File: config.mk
export PLATFORM = sky130hd
export DESIGN_NAME = axis_tlast_framer
export DESIGN_NICKNAME = d
export VERILOG_FILES = /design/src/rtl/axis_pkg.sv /design/src/rtl/axis_skid_buf.sv /design/src/rtl/axis_tlast_framer.sv
export SDC_FILE = /design/constraint.sdc
export NUM_CORES = 1
export LEC_CHECK = 0
export CELL_PAD_IN_SITES_DETAIL_PLACEMENT = 1
export CELL_PAD_IN_SITES_GLOBAL_PLACEMENT = 1
export CORE_ASPECT_RATIO = 2
export CORE_MARGIN = 10
export CORE_UTILIZATION = 44
export CTS_BUF_LIST = sky130_fd_sc_hd__clkbuf_8
export DETAILED_ROUTE_END_ITERATION = 8
export PLACE_DENSITY = 0.87
export SETUP_SLACK_MARGIN = 0.05
export SKIP_LAST_GASP = 1
export SYNTH_ARGS = -nofsm -noshare
export SYNTH_HDL_FRONTEND = slang
export SYNTH_HIERARCHICAL = 1
export SYNTH_SLANG_ARGS = --single-unit
File: constraint.sdc
create_clock -name ap_clk -period 8.3 [get_ports ap_clk]
set_input_delay 0.83 -clock ap_clk [delete_from_list [all_inputs] [get_ports ap_clk]]
set_output_delay 0.83 -clock ap_clk [all_outputs]
set_load 0.01 [all_outputs]
File: src/rtl/axis_pkg.sv
// Shared AXI4-Stream framing types: beat layout, keep/strobe constant and framer states.
package axis_pkg;

    localparam int AXIS_DATA_W     = 32;
    localparam int AXIS_MAX_KEEP_W = 128;

    // Wide enough for any supported DATA_W; users slice the low DATA_W/8 bits.
    localparam logic [AXIS_MAX_KEEP_W-1:0] AXIS_KEEP_ALL = '1;

    typedef struct packed {
        logic [AXIS_DATA_W-1:0] data;
        logic                   last;
    } axis_beat_t;

    typedef enum logic {
        IDLE = 1'b0,
        RUN  = 1'b1
    } framer_state_e;

endpackage

File: src/rtl/axis_skid_buf.sv
// Two-entry skid buffer: output register plus one skid register, full throughput,
// s_ready registered so the upstream never sees a combinational path from m_ready.
module axis_skid_buf #(
    parameter int W = 33
) (
    input  logic         clk,
    input  logic         rst,
    input  logic [W-1:0] s_beat,
    input  logic         s_valid,
    output logic         s_ready,
    output logic [W-1:0] m_beat,
    output logic         m_valid,
    input  logic         m_ready,
    output logic         empty
);

    logic [W-1:0] out_q, skid_q;
    logic         out_vld_q, skid_vld_q;
    logic         push, pop;

    assign push = s_valid && !skid_vld_q;
    assign pop  = out_vld_q && m_ready;

    always_ff @(posedge clk or posedge rst) begin
        if (rst) begin
            out_q      <= '0;
            skid_q     <= '0;
            out_vld_q  <= 1'b0;
            skid_vld_q <= 1'b0;
        end else if (push) begin
            // skid is empty whenever push is possible
            if (!out_vld_q || pop) begin
                out_q     <= s_beat;
                out_vld_q <= 1'b1;
            end else begin
                skid_q     <= s_beat;
                skid_vld_q <= 1'b1;
            end
        end else if (pop) begin
            if (skid_vld_q) begin
                out_q      <= skid_q;
                skid_vld_q <= 1'b0;
            end else begin
                out_vld_q  <= 1'b0;
            end
        end
    end

    assign s_ready = !skid_vld_q;
    assign m_beat  = out_q;
    assign m_valid = out_vld_q;
    assign empty   = !out_vld_q && !skid_vld_q;

endmodule

File: src/rtl/axis_tlast_framer.sv
// Groups a raw valid/ready word stream into packets of cfg_len beats and drives
// an AXI4-Stream master with TLAST on each packet's final beat.
module axis_tlast_framer
    import axis_pkg::*;
#(
    parameter int DATA_W = 32,
    parameter int LEN_W  = 16
) (
    input  logic                ap_clk,
    input  logic                ap_rst,
    input  logic [LEN_W-1:0]    cfg_len,
    input  logic [DATA_W-1:0]   s_data,
    input  logic                s_valid,
    output logic                s_ready,
    input  logic                s_flush,
    output logic [DATA_W-1:0]   M_TDATA,
    output logic                M_TVALID,
    input  logic                M_TREADY,
    output logic [DATA_W/8-1:0] M_TKEEP,
    output logic [DATA_W/8-1:0] M_TSTRB,
    output logic                M_TLAST,
    output logic [31:0]         pkt_count,
    output logic                busy
);

    localparam int BEAT_W = DATA_W + 1;

    framer_state_e    state_q, state_d;
    logic [LEN_W-1:0] beat_cnt_q, beat_cnt_d;
    logic [LEN_W-1:0] len_q, len_d;
    logic [LEN_W-1:0] eff_len, beat_num;
    logic             accept, is_last, buf_empty;
    logic [31:0]      pkt_count_q;

    assign accept = s_valid && s_ready;

    always_ff @(posedge ap_clk or posedge ap_rst) begin
        if (ap_rst) begin
            state_q    <= IDLE;
            beat_cnt_q <= '0;
            len_q      <= '0;
        end else begin
            state_q    <= state_d;
            beat_cnt_q <= beat_cnt_d;
            len_q      <= len_d;
        end
    end

    // beat_num never exceeds len_q, so the maximum length cannot overflow beat_cnt.
    always_comb begin
        state_d    = state_q;
        beat_cnt_d = beat_cnt_q;
        len_d      = len_q;
        eff_len    = len_q;
        beat_num   = beat_cnt_q + LEN_W'(1);
        if (state_q == IDLE) begin
            eff_len  = (cfg_len == '0) ? LEN_W'(1) : cfg_len;
            beat_num = LEN_W'(1);
        end
        is_last = s_flush || (beat_num == eff_len);
        if (accept) begin
            len_d = eff_len;
            if (is_last) begin
                state_d    = IDLE;
                beat_cnt_d = '0;
            end else begin
                state_d    = RUN;
                beat_cnt_d = beat_num;
            end
        end
    end

    axis_skid_buf #(.W(BEAT_W)) u_skid (
        .clk     (ap_clk),
        .rst     (ap_rst),
        .s_beat  ({s_data, is_last}),
        .s_valid (s_valid),
        .s_ready (s_ready),
        .m_beat  ({M_TDATA, M_TLAST}),
        .m_valid (M_TVALID),
        .m_ready (M_TREADY),
        .empty   (buf_empty)
    );

    always_ff @(posedge ap_clk or posedge ap_rst) begin
        if (ap_rst)
            pkt_count_q <= '0;
        else if (M_TVALID && M_TREADY && M_TLAST)
            pkt_count_q <= pkt_count_q + 32'd1;
    end

    assign pkt_count = pkt_count_q;
    assign busy      = (state_q == RUN) || !buf_empty;
    assign M_TKEEP   = AXIS_KEEP_ALL[DATA_W/8-1:0];
    assign M_TSTRB   = AXIS_KEEP_ALL[DATA_W/8-1:0];

endmodule

==> impl_metrics.toml <==
[pwr]
power.leakage_nw = 3.48
p_per_area_nw_per_um2 = 315
vdd_drop_max_uv = 201

[routing]
drt-total-wl_um = 19300
firstDrtPassIters = 4
wl_per_cell_um = 22.0
num_vias = 4780
vias_per_cell = 5.44
drtIter0Drc = 135
ant_nets = 0
post-route-drc-count = 0

[floorplan]
num_rows = 64
die_area_um2 = 21000
die_w_um = 108
start_util_pct = 44.4
die_y_um = 195
core_area_um2 = 15200
io_pins = 129

[synthesis]
synth_seq_cells = 133
synthXorXnorAreaFrac_pct = 6.49
ys_seq_area_share_pct = 49.3
synth_edf_count = 0
netlist.area_leader.share_pct = 49.3
synth.area.mux_share_pct = 21.1
synthFlopType = "dfrtp_1"
synth_adder_area_share_pct = 0.371
synth_compound_area_share_pct = 6.45
synth-simple-area-share_pct = 11.5
async_reset_ff_share_pct = 100
syn_avg_cell_area_um2 = 12.3
post-synth-top-area-cell = "dfrtp_1"
synthesis.area_um2 = 6750
synth_top_family_by_area = "multiplexers"
synth.area.top_cells = "dfrtp_1 (49%), mux2_2 (14%), mux2_4 (6.7%)"
synth_cell_type_count = 58
synth_cells = 551
synth_warnings = 6

[min_path]
min_to = "pkt_count[31]"
hold_path.class = "register to register"
hold_path_startpoint = "pkt_count[31]"
holdPathStages = 1

[clock_network]
clockBufferDepth = 2
cts_tree = "built"
h-tree-depth = 4
cts_sinks = 133
cts_root_buf = "clkbuf_8"
post_cts_buffers = 0
cts_made_buffers = 17
ctsResizeCount = 0
insertion_delay_ps = 430
clk_pin_slew_worst_paths_ps = 80
cts_hold_buf = 0

[global_routing]
grt_max_degree = 69
grt.total_usage_pct = 18.9
grt_first_pass_wirelength_um = 30900
antenna_found_initial = 0
grt_pass1_vias = 5537
grt.overflow.total = 0

[place]
dp_hpwl_um = 15000
gp_congestion = 0.872
portBuffers = 120

[layout]
layout_common_cells = "dfrtp_1 (133), clkdlybuf4s50_1 (120), mux2_2 (84)"
diodes = 0
drive_gt1_share_pct = 23.7
nNetsFinal = 722
area_delta_synth_final_pct = 24.1
mostFrequentLayoutCell = "dfrtp_1"
final_util_pct = 55.1

[timing]
fin_crit_sh_pct = 44.6
tightest_slew_ps = 1180
drv_slew = 0
finalSetupViolations = 0
fin_crit_ps = 3700
hold_viol = 0
fmaxAchievable_mhz = 270
rsz0062_at_grt = "no"
slew_headroom_pct = 21.3
skew_ps = 15.2
tns_ps = 0

[status]
status = "finished, final reports clean"

[setup_path]
crit_path_end_kind = "register"
max_stage_delay_ps = 570
ff2ff_path_depth = 9
crit_arrival_ps = 4020
r2r_slack_ps = 4600
reg2reg_to = "beat_cnt_q[13]"
crit_path_top_delay_cell = "dfrtp_1"
crit_path_start_kind = "register"
crit_path_cell_trace = "ha_1 -> nand3_1 -> nor3_1 -> a31oi_1 -> a221oi_1 -> nor4b_2 -> a21oi_1 -> and3_1 -> a221o_1"
critPathKind = "register to register"
r2r-start = "beat_cnt_q[0]"
crit_required_ps = 8620
worstPathMaxFanout = 14

[flow_run]
drv_cap = 0
## per-layer routing
layer | global-route usage, % | vias to the layer above | wire length [um]
met3 | 6.30 | 26 | 1270
met2 | 35.2 | 134 | 10900
met4 | 7.66 | 0 | 534
li1 | - | 2188 | -
met5 | 0 | - | 0
met1 | 18.1 | 2432 | 6620
## worst max path at each step
stage	start	endpoint	slack (ps)	cells past startpoint
after floorplan	beat_cnt_q[0]	beat_cnt_q[13]	5540	9
after global placement	cfg_len[2]	beat_cnt_q[13]	4550	8
after detailed placement	cfg_len[2]	beat_cnt_q[13]	4480	8
after CTS	beat_cnt_q[0]	beat_cnt_q[13]	4610	9
after global routing	beat_cnt_q[0]	beat_cnt_q[13]	4380	9
final	beat_cnt_q[0]	beat_cnt_q[13]	4600	9
## cell type report
| type | instances | area (um^2) |
|---|---|---|
| Fill cell | 1612 | 6840 |
| Sequential cell | 133 | 3330 |
| Multi-Input combinational cell | 375 | 3130 |
| Timing Repair Buffer | 123 | 1220 |
| Clock buffer | 18 | 248 |
| Tap cell | 198 | 248 |
| Clock inverter | 14 | 136 |
| Inverter | 17 | 63.8 |
## through the flow
stage	cell area, um^2	power [W]	hold slack, ps	std cells	setup WS (ps)
after floorplan	6780	0.00172	469	558	5540
final	8380	0.00264	482	878	4600
after detailed placement	8000	0.00213	479	846	4480
after global placement	8000	0.00206	461	846	4550
after CTS	8380	0.00267	492	878	4610
after global routing	8380	0.00279	510	878	4380
## synth_stat cells (all sizes together) (2+ instances only)
library cell	number
buf	24
a221o	2
nand3	29
nor2	18
o311ai	4
dfrtp	133
xnor2	39
or4	2
and3	9
or3	5
o22ai	2
a21o	6
xor2	11
mux2	115
o31ai	4
a31oi	2
nand2b	6
mux2i	2
ha	2
nor4	4
a22o	6
clkbuf	9
nor3	8
nor2b	4
nand4	12
nor4b	2
o21ai	8
inv	17
a211o	2
nand2	29
a21boi	2
a22oi	3
and4	7
and2	3
a21oi	8
## cell families (layout without fill, tap and decap cells)
kind of cell	Yosys count	in the layout
mux	117	117
buf+inv	50	172
simple gates	140	140
fa+ha+maj	2	2
compound gates	58	58
flops	133	133
xor+xnor	50	50
other cells	1	8
## critical path, delay by kind of cell (launching register included)
family / cells / cell delay (ps)
flops: 1 / 570
simple gates: 4 / 1370
fa+ha+maj: 1 / 420
compound gates: 4 / 1230
## registers in the layout, indices dropped and copies added (netlist names)
register / flops
beat_cnt_q: 16
len_q: 16
u_skid/skid_q: 33
pkt_count: 32
u_skid/m_beat: 33
u_skid/m_valid: 1
u_skid/skid_vld_q: 1
state_q: 1
## power breakdown
part / leakage [nW] / switching (W) / internal (W)
Sequential: 1.66 / 0.000184 / 0.000879
Combinational: 1.63 / 0.000422 / 0.000622
Clock: 0.192 / 0.000257 / 0.000272
Total: 3.48 / 0.000863 / 0.00177
Power figures use the tool's default switching activity.
